[config.mk]
export PLATFORM = sky130hd
export DESIGN_NAME = fill_sequencer
export DESIGN_NICKNAME = d
export VERILOG_FILES = /design/src/rtl/fill_sequencer.sv
export SDC_FILE = /design/constraint.sdc
export NUM_CORES = 1
export LEC_CHECK = 0
export CAP_MARGIN = 30
export CORE_ASPECT_RATIO = 0.75
export CORE_MARGIN = 2
export CORE_UTILIZATION = 50
export CTS_CLUSTER_DIAMETER = 60
export CTS_CLUSTER_SIZE = 16
export DETAILED_ROUTE_END_ITERATION = 7
export PLACE_DENSITY = 0.72
export SYNTH_ARGS = -nofsm -noshare
export SYNTH_HDL_FRONTEND = slang
export SYNTH_SLANG_ARGS = --single-unit
[constraint.sdc]
create_clock -name clk_1khz -period 3.65 [get_ports clk_1khz]
set_input_delay 0.5475 -clock clk_1khz [delete_from_list [all_inputs] [get_ports clk_1khz]]
set_output_delay 0.5475 -clock clk_1khz [all_outputs]
set_load 0.05 [all_outputs]
[src/rtl/fill_sequencer.sv]
// Pill-bottling sequencer: BCD pill/bottle counters, hopper-starvation and
// bottle-switch timers, and the run/switch/done/error/fatal state machine.
module fill_sequencer #(
    parameter int unsigned TICKS_PER_SEC    = 1000,
    parameter int unsigned HOPPER_TIMEOUT_S = 5,
    parameter int unsigned SWITCH_TIME_S    = 2,
    parameter int unsigned BEEP_TICKS       = 1000
) (
    input  logic        clk_1khz,
    input  logic        clr,
    input  logic        start,
    input  logic        ack,
    input  logic        estop,
    input  logic        pill_pulse,
    input  logic        conveyor_ok,
    input  logic [11:0] tgt_pills,
    input  logic [7:0]  tgt_bottles,
    output logic [11:0] now_pills,
    output logic [7:0]  now_bottles,
    output logic [2:0]  state,
    output logic        err_cause,
    output logic        hopper_gate,
    output logic        conveyor_run,
    output logic        run_beep
);

    localparam int unsigned HopLoad = HOPPER_TIMEOUT_S * TICKS_PER_SEC;
    localparam int unsigned SwLoad  = SWITCH_TIME_S * TICKS_PER_SEC;
    localparam int unsigned HopW    = $clog2(HopLoad + 1);
    localparam int unsigned SwW     = $clog2(SwLoad + 1);
    localparam int unsigned BeepW   = $clog2(BEEP_TICKS + 1);

    typedef enum logic [2:0] {
        StIdle   = 3'd0,
        StRun    = 3'd1,
        StSwitch = 3'd2,
        StDone   = 3'd3,
        StError  = 3'd4,
        StFatal  = 3'd5
    } state_e;

    state_e             state_q, state_d;
    logic [11:0]        now_pills_q, now_pills_d;
    logic [7:0]         now_bottles_q, now_bottles_d;
    logic [11:0]        tgt_pills_q, tgt_pills_d;
    logic [7:0]         tgt_bottles_q, tgt_bottles_d;
    logic               err_cause_q, err_cause_d;
    logic [HopW-1:0]    hop_tmr_q, hop_tmr_d;
    logic [SwW-1:0]     sw_tmr_q, sw_tmr_d;
    logic [BeepW-1:0]   beep_q, beep_d;
    logic               hopper_gate_q, hopper_gate_d;
    logic               conveyor_run_q, conveyor_run_d;

    // Three-digit BCD increment with ripple carry.
    function automatic logic [11:0] bcd_inc(input logic [11:0] v);
        logic [11:0] r;
        logic        cy;
        r  = v;
        cy = 1'b1;
        for (int i = 0; i < 3; i++) begin
            if (cy) begin
                if (r[4*i +: 4] == 4'd9) begin
                    r[4*i +: 4] = 4'd0;
                end else begin
                    r[4*i +: 4] = r[4*i +: 4] + 4'd1;
                    cy          = 1'b0;
                end
            end
        end
        return r;
    endfunction

    // Nonzero and every nibble a legal BCD digit.
    function automatic logic bcd_valid(input logic [11:0] v);
        logic ok;
        ok = (v != 12'h000);
        for (int i = 0; i < 3; i++) begin
            if (v[4*i +: 4] > 4'd9) ok = 1'b0;
        end
        return ok;
    endfunction

    logic [11:0] pills_inc;
    logic [11:0] bottles_inc_w;
    logic [7:0]  bottles_inc;
    logic        bottle_full;
    state_e      pill_next;

    // Outcome of counting one pill from the current counters.
    always_comb begin
        pills_inc     = bcd_inc(now_pills_q);
        bottles_inc_w = bcd_inc({4'h0, now_bottles_q});
        bottles_inc   = bottles_inc_w[7:0];
        bottle_full   = (pills_inc == tgt_pills_q);
        pill_next     = StRun;
        if (bottle_full) begin
            pill_next = (bottles_inc == tgt_bottles_q) ? StDone : StSwitch;
        end
    end

    // Next-state and datapath update.
    always_comb begin
        state_d       = state_q;
        now_pills_d   = now_pills_q;
        now_bottles_d = now_bottles_q;
        tgt_pills_d   = tgt_pills_q;
        tgt_bottles_d = tgt_bottles_q;
        err_cause_d   = err_cause_q;
        hop_tmr_d     = hop_tmr_q;
        sw_tmr_d      = sw_tmr_q;
        beep_d        = (beep_q == '0) ? '0 : beep_q - 1'b1;

        if (estop) begin
            state_d = StFatal;
        end else begin
            unique case (state_q)
                StIdle: begin
                    if (start && bcd_valid(tgt_pills) && bcd_valid({4'h0, tgt_bottles})) begin
                        tgt_pills_d   = tgt_pills;
                        tgt_bottles_d = tgt_bottles;
                        now_pills_d   = 12'h000;
                        now_bottles_d = 8'h00;
                        state_d       = StRun;
                    end
                end
                StRun: begin
                    if (pill_pulse) begin
                        now_pills_d = pills_inc;
                        hop_tmr_d   = HopW'(HopLoad);
                        if (bottle_full) now_bottles_d = bottles_inc;
                        state_d = pill_next;
                        if (pill_next == StSwitch) sw_tmr_d = SwW'(SwLoad);
                    end else begin
                        hop_tmr_d = hop_tmr_q - 1'b1;
                        if (hop_tmr_q <= HopW'(1)) begin
                            hop_tmr_d   = '0;
                            state_d     = StError;
                            err_cause_d = 1'b0;
                        end
                    end
                end
                StSwitch: begin
                    if (pill_pulse) begin
                        state_d = StFatal;
                    end else begin
                        sw_tmr_d = sw_tmr_q - 1'b1;
                        if (sw_tmr_q <= SwW'(1)) begin
                            sw_tmr_d = '0;
                            if (conveyor_ok) begin
                                now_pills_d = 12'h000;
                                state_d     = StRun;
                            end else begin
                                state_d     = StError;
                                err_cause_d = 1'b1;
                            end
                        end
                    end
                end
                StDone: begin
                    if (ack) state_d = StIdle;
                end
                StError: begin
                    if (!err_cause_q) begin
                        // A late pill is counted as if we were still running.
                        if (pill_pulse) begin
                            now_pills_d = pills_inc;
                            if (bottle_full) now_bottles_d = bottles_inc;
                            state_d = pill_next;
                            if (pill_next == StSwitch) sw_tmr_d = SwW'(SwLoad);
                        end
                    end else if (pill_pulse) begin
                        state_d = StFatal;
                    end else if (conveyor_ok) begin
                        now_pills_d = 12'h000;
                        state_d     = StRun;
                    end
                end
                StFatal: begin
                    if (ack) state_d = StIdle;
                end
                default: state_d = StIdle;
            endcase
        end

        // Any entry into RUNNING rearms the starvation timer and the beep.
        if (state_d == StRun && state_q != StRun) begin
            hop_tmr_d = HopW'(HopLoad);
            beep_d    = BeepW'(BEEP_TICKS);
        end

        hopper_gate_d  = (state_d == StRun) || (state_d == StError && !err_cause_d);
        conveyor_run_d = (state_d == StSwitch);
    end

    // State and output registers with synchronous clear.
    always_ff @(posedge clk_1khz) begin
        if (clr) begin
            state_q        <= StIdle;
            now_pills_q    <= '0;
            now_bottles_q  <= '0;
            tgt_pills_q    <= '0;
            tgt_bottles_q  <= '0;
            err_cause_q    <= 1'b0;
            hop_tmr_q      <= '0;
            sw_tmr_q       <= '0;
            beep_q         <= '0;
            hopper_gate_q  <= 1'b0;
            conveyor_run_q <= 1'b0;
        end else begin
            state_q        <= state_d;
            now_pills_q    <= now_pills_d;
            now_bottles_q  <= now_bottles_d;
            tgt_pills_q    <= tgt_pills_d;
            tgt_bottles_q  <= tgt_bottles_d;
            err_cause_q    <= err_cause_d;
            hop_tmr_q      <= hop_tmr_d;
            sw_tmr_q       <= sw_tmr_d;
            beep_q         <= beep_d;
            hopper_gate_q  <= hopper_gate_d;
            conveyor_run_q <= conveyor_run_d;
        end
    end

    assign state        = state_q;
    assign now_pills    = now_pills_q;
    assign now_bottles  = now_bottles_q;
    assign err_cause    = err_cause_q;
    assign hopper_gate  = hopper_gate_q;
    assign conveyor_run = conveyor_run_q;
    assign run_beep     = (beep_q != '0);

endmodule
; ---- Word level (Yosys, flattened, before mapping)
; Cells that the tools add are included.
[op_classes]
magnitude_cmp = 7
addsub = 8
bitwise_logic = 1
muxes = 69
reduce_logical = 24
eq_ne = 23
[op_table]
columns = operator, n
row1 = 12-bit 2-to-1 mux, 7
row2 = 13-bit 2-to-1 mux, 5
row3 = 11-bit 2-to-1 mux, 5
row4 = 12-bit one-hot mux with 4 select lines, 1
row5 = 3-bit 2-to-1 mux, 12
row6 = 11-bit one-hot mux with 3 select lines, 1
row7 = 4-bit 2-to-1 mux, 8
row8 = 8-bit 2-to-1 mux, 4
row9 = 8-bit one-hot mux with 3 select lines, 1
row10 = 4-bit by 1-bit adder with 4-bit output (second input constant), 5
row11 = 4-bit == test (second input constant), 5
row12 = 4-bit greater-than comparator (second input constant), 5
row13 = 1-bit 2-to-1 mux, 20
row14 = 10-bit 2-to-1 mux, 2
row15 = 3-bit one-hot mux with 5 select lines, 1
row16 = 13-bit by 1-bit <= comparator with 1-bit output (second input constant), 1
row17 = 13-bit by 1-bit subtractor with 13-bit output (second input constant), 1
row18 = 12-bit == test, 1
row19 = 3-bit by 2-bit == test with 1-bit output (second input constant), 4
row20 = 12-bit nonzero test, 1
row21 = 11-bit by 1-bit <= comparator with 1-bit output (second input constant), 1
row22 = 11-bit by 1-bit subtractor with 11-bit output (second input constant), 1
row23 = 10-bit zero test, 1
row24 = 10-bit nonzero test, 1
row25 = 25 further kinds, 38
[totals]
elab_cells = 145
in_bits = 27
regBits = 80
output_inout_bits = 27

; ---- Logic depth before layout (Yosys ltp)
[depth]
depth_word = 15
ltp_mapped = 13
ltp_nobuf = 11

; ---- Least setup slack after synthesis
; OpenSTA, ideal clock, no wires.
[synth_path]
path_kind = register to register
startpoint = register now_pills_q[0] (netlist: now_pills[0])
endpoint = register beep_q[1]
n_path_buf = 2
slack_ns = 0.208
path_stages_with_launch = 13
t_required_ns = 3.563
synth_period_minus_slack_ns = 3.442
t_arrival_ns = 3.354
setup_ns = 0.087
path_cell_list = dfxtp_1 > ha_1 > nand3b_1 > clkbuf_1 > o311ai_0 > o311ai_0 > nor4_1 > nand4_1 > or2_2 > a211o_1 > o2111ai_1 > clkbuf_2 > nor4b_2
[synth_via]
elab_chain_len = 13
elab_cells_between_ends = 17
cone_classes = 1 x add/sub / 3 x eq/ne / 11 x mux / 2 x reduce/logical
[synth_lines]
columns = element, line_no
row1 = start: declaration, 43  ; logic [11:0] now_pills_q, now_pills_d;
row2 = start signal: assignment, 211  ; now_pills_q <= now_pills_d;
row3 = 4-bit == test, 62  ; if (r[4*i +: 4] == 4'd9) begin
row4 = 1-bit 2-to-1 mux, 62
row5 = 1-bit 2-to-1 mux, 61  ; if (cy) begin
row6 = 4-bit 2-to-1 mux, 61
row7 = 12-bit == test *, 94  ; bottle_full = (pills_inc == tgt_pills_q);
row8 = 2-bit 2-to-1 mux *, 96  ; if (bottle_full) begin
row9 = 3-bit 2-to-1 mux, 165  ; if (pill_pulse) begin
row10 = 3-bit 2-to-1 mux, 163  ; if (!err_cause_q) begin
row11 = 3-bit one-hot mux with 5 select lines *, 116  ; unique case (state_q)
row12 = 3-bit 2-to-1 mux *, 113  ; if (estop) begin
row13 = 3-bit by 1-bit == test with 1-bit output *, 186  ; if (state_d == StRun && state_q != StRun) begin
row14 = 1-bit logical AND *, 186
row15 = 3-bit OR reduction (no source line) *, -
row16 = end signal: assignment, 218  ; beep_q <= beep_d;
row17 = end: declaration, 50  ; logic [BeepW-1:0] beep_q, beep_d;
; Mark *: on every way between the ends. The rest lies on a longest branch, timed or not.
; A chain may end at the register's enable or synchronous reset.

; ---- Final worst setup path
[layout_path]
startpoint = register hop_tmr_q[2]
endpoint = register hopper_gate_q (netlist: hopper_gate)
[layout_via]
elab_chain_len = 8
elab_cells_between_ends = 14
cone_classes = 1 x order compare / 2 x eq/ne / 8 x mux / 3 x reduce/logical
[layout_lines]
columns = element, line_no
row1 = start: declaration, 48  ; logic [HopW-1:0] hop_tmr_q, hop_tmr_d;
row2 = start signal: assignment, 216  ; hop_tmr_q <= hop_tmr_d;
row3 = 13-bit by 1-bit <= comparator with 1-bit output *, 135  ; if (hop_tmr_q <= HopW'(1)) begin
row4 = 3-bit 2-to-1 mux or 1-bit 2-to-1 mux (tied branches), 135
row5 = 3-bit 2-to-1 mux or 1-bit 2-to-1 mux (tied branches), 127  ; if (pill_pulse) begin
row6 = 3-bit one-hot mux with 5 select lines or 1-bit one-hot mux with 2 select lines (tied branches), 116
row7 = 3-bit 2-to-1 mux or 1-bit 2-to-1 mux (tied branches), 113
row8 = 3-bit == test or 1-bit zero test (tied branches), 191  ; hopper_gate_d = (state_d == StRun) || (state_d == StError && !err_cause_d);
row9 = 1-bit logical AND, 191
row10 = 1-bit logical OR *, 191
row11 = end signal: assignment, 219  ; hopper_gate_q <= hopper_gate_d;
row12 = end: declaration, 51  ; logic hopper_gate_q, hopper_gate_d;
; Marks and branches as above.

==> flow_summary.html <==
<table>
<tr><th>Metric</th><th>Value</th></tr>
<tr><th colspan="2">STA</th></tr>
<tr><td>Peak clock frequency supported by timing</td><td>around 290 MHz</td></tr>
<tr><td>Final worst path period share</td><td>between 90% and 100%</td></tr>
<tr><td>Transition time at the pin with the least slew margin</td><td>0.737 ns</td></tr>
<tr><td>Setup-failing EPs final</td><td>0</td></tr>
<tr><td>Max Transition Viols Final</td><td>0</td></tr>
<tr><td>RSZ-0062 raised after global routing</td><td>false</td></tr>
<tr><td>Setup Skew</td><td>approximately 0.0054 ns</td></tr>
<tr><td>Setup tns final</td><td>0 ns</td></tr>
<tr><td>Crit path time final</td><td>3.40 ns</td></tr>
<tr><td>Tightest slew margin relative to the limit</td><td>around 50%</td></tr>
<tr><td>Final count of hold timing violations</td><td>0</td></tr>
<tr><th colspan="2">Routing</th></tr>
<tr><td>Number of DRC violations after detailed-routing iteration 0</td><td>~360</td></tr>
<tr><td>Final Routed Wirelength</td><td>12.4 mm</td></tr>
<tr><td>DR WL/cell</td><td>15.3 µm</td></tr>
<tr><td>Remaining number of nets flagged by the antenna check after routing</td><td>0</td></tr>
<tr><td>Number of search-and-repair iterations in the first detailed-routing pass</td><td>5</td></tr>
<tr><td>Overall via count from detail_route</td><td>4868</td></tr>
<tr><td>Post-route DRC violation count</td><td>0</td></tr>
<tr><td>Post-DR vias/cell</td><td>5.98</td></tr>
<tr><th colspan="2">Critical path</th></tr>
<tr><td>CP max-delay cell</td><td>or4_4</td></tr>
<tr><td>Startpoint kind of the worst setup timing path</td><td>flop</td></tr>
<tr><td>Worst path required time</td><td>around 3.9 ns</td></tr>
<tr><td>Crit path largest cell delay</td><td>roughly 0.57 ns</td></tr>
<tr><td>Crit path arrival time</td><td>3.66 ns</td></tr>
<tr><td>Largest fanout on the critical path</td><td>8</td></tr>
<tr><td>Category of the worst setup path capture point</td><td>flop</td></tr>
<tr><td>Class of the most critical setup path</td><td>flop to flop</td></tr>
<tr><td>Beginning of the critical path</td><td>hop_tmr_q[2]</td></tr>
<tr><td>Startpoint of the worst register-to-register path</td><td>hop_tmr_q[2]</td></tr>
<tr><td>Critical path, cell by cell</td><td>or4_4, or4_4, or3_4, nor4_4, a21oi_1, nor2_1, o31ai_1, buf_4, or4_1, a21oi_1</td></tr>
<tr><th colspan="2">CTS</th></tr>
<tr><td>Clock buffer count from CTS</td><td>9</td></tr>
<tr><td>CTS tree</td><td>yes</td></tr>
<tr><td>H-Tree Depth</td><td>3</td></tr>
<tr><td>Clock-pin slew of the registers on the worst-case setup and hold paths</td><td>around 0.060 ns</td></tr>
<tr><td>Number of clock sinks</td><td>80</td></tr>
<tr><td>Clk Latency, worst-skew pair</td><td>about 0.33 ns</td></tr>
<tr><td>Number of hold buffers added after cts</td><td>0</td></tr>
<tr><td>Worst-case clock buffer depth</td><td>2</td></tr>
<tr><td>Clk root buf</td><td>clkbuf_16</td></tr>
<tr><th colspan="2">Die</th></tr>
<tr><td>Die Wd</td><td>between 100 and 150 µm</td></tr>
<tr><td>Core Area</td><td>between 9000 and 10000 µm²</td></tr>
<tr><td>Overall die area</td><td>10700 µm²</td></tr>
<tr><td>Die outline height</td><td>between 90 and 100 µm</td></tr>
<tr><td>Effective utilization at floorplan</td><td>between 50 and 60%</td></tr>
<tr><td>I/O pin count</td><td>54</td></tr>
<tr><td>FP Rows</td><td>31</td></tr>
<tr><th colspan="2">Synth</th></tr>
<tr><td>Mean instance size in the synthesized netlist</td><td>approximately 7.8 µm²</td></tr>
<tr><td>Number of synthesized register bits</td><td>80</td></tr>
<tr><td>Cells after Synth</td><td>634</td></tr>
<tr><td>Number of nets in the synthesized netlist</td><td>about 670</td></tr>
<tr><td>Number of distinct library cells after synthesis</td><td>roughly 70</td></tr>
<tr><td>Post-synthesis sequential area ratio</td><td>roughly a third</td></tr>
<tr><td>Primary FF master, synth</td><td>dfxtp_1</td></tr>
<tr><td>Cell Area, Synth</td><td>between 4000 and 5000 µm²</td></tr>
<tr><td>Number of flops mapped to enable cells by yosys</td><td>0</td></tr>
<tr><td>Async set-or-reset flop fraction in the synthesized netlist</td><td>0%</td></tr>
<tr><td>Warning count from the yosys run</td><td>0</td></tr>
<tr><th colspan="2">Flow run</th></tr>
<tr><td>Max-Cap Viols</td><td>0</td></tr>
<tr><th colspan="2">Layout</th></tr>
<tr><td>Layout overhead on the synthesized area</td><td>19.0%</td></tr>
<tr><td>Top library cells by usage in the layout, fill and taps aside</td><td>dfxtp_1, nor2_1, o21ai_0, a21oi_1, clkdlybuf4s50_1</td></tr>
<tr><td>Final std cell area, no fill</td><td>roughly 5900 µm²</td></tr>
<tr><td>Most common library cell in the layout ignoring fill and taps</td><td>dfxtp_1</td></tr>
<tr><td>Count of fill cells added during filler insertion</td><td>around 870</td></tr>
<tr><td>Utilization after layout</td><td>61.1%</td></tr>
<tr><td>Share of final-layout standard cells stronger than drive strength 1</td><td>7.92%</td></tr>
<tr><td>Diode count</td><td>0</td></tr>
<tr><td>Fin nets</td><td>717</td></tr>
<tr><th colspan="2">Global routing</th></tr>
<tr><td>Wire length of the first global-routing pass</td><td>about 21 mm</td></tr>
<tr><td>Antenna violations before repair</td><td>0</td></tr>
<tr><td>GRT overflow</td><td>0</td></tr>
<tr><td>Number of global-route vias before repair</td><td>roughly 4300</td></tr>
<tr><td>Largest net degree at the start of global routing</td><td>a little under 70</td></tr>
<tr><td>Total Routing Usage GR</td><td>a little under a quarter</td></tr>
<tr><th colspan="2">Pwr</th></tr>
<tr><td>IR Drop Worst-Case VDD</td><td>0.000290 V</td></tr>
<tr><td>Leakage power total</td><td>around 2.2 nW</td></tr>
<tr><td>Combinational fraction of design power</td><td>a little over a quarter</td></tr>
<tr><td>Share of total power consumed by net switching</td><td>32.3%</td></tr>
<tr><td>Net Switching</td><td>between 0.8 and 0.9 mW</td></tr>
<tr><td>Clock group share of total power</td><td>approximately a third</td></tr>
<tr><td>Proportion of power drawn by flip-flops and latches</td><td>between 40% and 50%</td></tr>
<tr><td>Internal portion of total power</td><td>1.71 mW</td></tr>
<tr><td>Cell area power density</td><td>about 430 nW/µm²</td></tr>
<tr><th colspan="2">Hold path</th></tr>
<tr><td>Classification of the worst-slack hold path</td><td>flop to flop</td></tr>
<tr><td>Startpoint of the worst hold path</td><td>sw_tmr_q[9]</td></tr>
<tr><th colspan="2">Place</th></tr>
<tr><td>Detailed-placement wirelength estimate</td><td>between 8 and 9 mm</td></tr>
<tr><td>Placed Instance Area</td><td>5590 µm²</td></tr>
<tr><td>Last weighted congestion value of the routability-driven placer</td><td>slightly below 0.9</td></tr>
<tr><td>Count of input and output buffers</td><td>53</td></tr>
<tr><th colspan="2">Outcome</th></tr>
<tr><td>Outcome</td><td>complete, no violations</td></tr>
</table>
[repair_timing]
action                     CTS  global route
setup endpoints to repair    0            28
gates resized for setup      0             4
setup buffers                0             3
[path summary, 6_finish.rpt]
kind,to,slack [ns],cells past startpoint
setup / recovery,hopper_gate,0.25,10
hold / removal,sw_tmr_q[9],0.46,2
setup reg to reg,hopper_gate,0.25,10
hold reg to reg,sw_tmr_q[9],0.46,2
[logic make-up (layout without fill, tap and decap cells)]
logic type               after synthesis  after routing  synth area share [%]
buffers and inverters                 59            107                  4.80
AND/OR/NAND/NOR                      263            263                  29.7
flip-flops                            80             80                  32.3
XOR/XNOR                              21             21                  3.71
multiplexers                          24             24                  4.87
adder cells (fa/ha/maj)               13             13                  3.28
AO/OA/AOI/OAI                        174            174                  21.3
[synthesized netlist by cell type, drive strengths merged, types with 3 or more instances]
| cell | count | area [µm²] |
|---|---|---|
| clkbuf | 32 | 126 |
| o31ai | 11 | 82.6 |
| and3b | 11 | 96.3 |
| nor4 | 11 | 90.1 |
| ha | 13 | 163 |
| and3 | 6 | 38.8 |
| nand3b | 11 | 82.6 |
| and2 | 3 | 18.8 |
| mux2i | 23 | 230 |
| nor4b | 5 | 50.0 |
| a31oi | 11 | 68.8 |
| nor3 | 28 | 140 |
| buf | 6 | 32.5 |
| or4 | 8 | 71.3 |
| nand2b | 15 | 93.8 |
| o21ai | 53 | 265 |
| xnor2 | 13 | 114 |
| a21oi | 53 | 265 |
| a22oi | 4 | 30.0 |
| nand4 | 4 | 25.0 |
| o311ai | 4 | 35.0 |
| nor2b | 6 | 37.5 |
| or2 | 3 | 18.8 |
| dfxtp | 80 | 1600 |
| inv | 21 | 78.8 |
| o22ai | 7 | 43.8 |
| a21o | 6 | 45.0 |
| or3 | 13 | 87.6 |
| xor2 | 8 | 70.1 |
| nand3 | 12 | 60.1 |
| nand2 | 35 | 131 |
| nand4b | 6 | 52.6 |
| nor2 | 76 | 285 |
[cell type report]
cell class              count  area, µm²  share of cell area (%)
inverters                  21       78.8                    1.34
flip-flops and latches     80       1600                    27.2
clock buffers               9        225                    3.82
multi-input cells         495       3130                    53.0
repair buffers             70        653                    11.1
clock inverters             7       47.5                   0.806
well taps                 132        165                    2.80
[stage by stage]
stage | power, mW | hold slack, ns | setup WS (ns) | instances
finish | 2.53 | 0.459 | 0.253 | 814
global route | 2.67 | 0.487 | 0.0131 | 814
CTS | 2.54 | 0.464 | 0.134 | 811
detailed placement | 1.71 | 0.455 | 0.217 | 795
global placement | 1.69 | 0.450 | 0.316 | 795
floorplan | 1.54 | 0.438 | 0.208 | 634
[per-layer routing]
metal | vias to the layer above | GRT usage, % | share of wire (%)
met5 | - | 0 | 0
met4 | 0 | 5.36 | 1.0
met3 | 12 | 4.44 | 5.3
met2 | 146 | 35.1 | 45
met1 | 2314 | 34.2 | 49
li1 | 2396 | - | -
[state kept, by name (all words and copies together), names as in the netlist]
register	cells
beep_q	10
state	3
now_bottles	8
err_cause	1
tgt_bottles_q	8
tgt_pills_q	12
sw_tmr_q	11
hop_tmr_q	13
now_pills	12
conveyor_run	1
hopper_gate	1
[worst max-delay path: cells and delay by family (launching register included)]
family | cells | cell delay, ns
flops | 1 | 0.37
compound gates | 3 | 0.39
buf+inv | 1 | 0.16
simple gates | 6 | 2.41
[power groups by stage]
| stage | clock network, mW | registers, mW | logic, mW |
|---|---|---|---|
| after global placement | 0 | 1.04 | 0.645 |
| after floorplan | 0 | 1.04 | 0.506 |
| after detailed placement | 0 | 1.05 | 0.665 |
| after CTS | 0.839 | 1.03 | 0.669 |
| final | 0.825 | 1.03 | 0.672 |
| after global routing | 0.882 | 1.04 | 0.749 |
(Power assumes the default switching activity.)
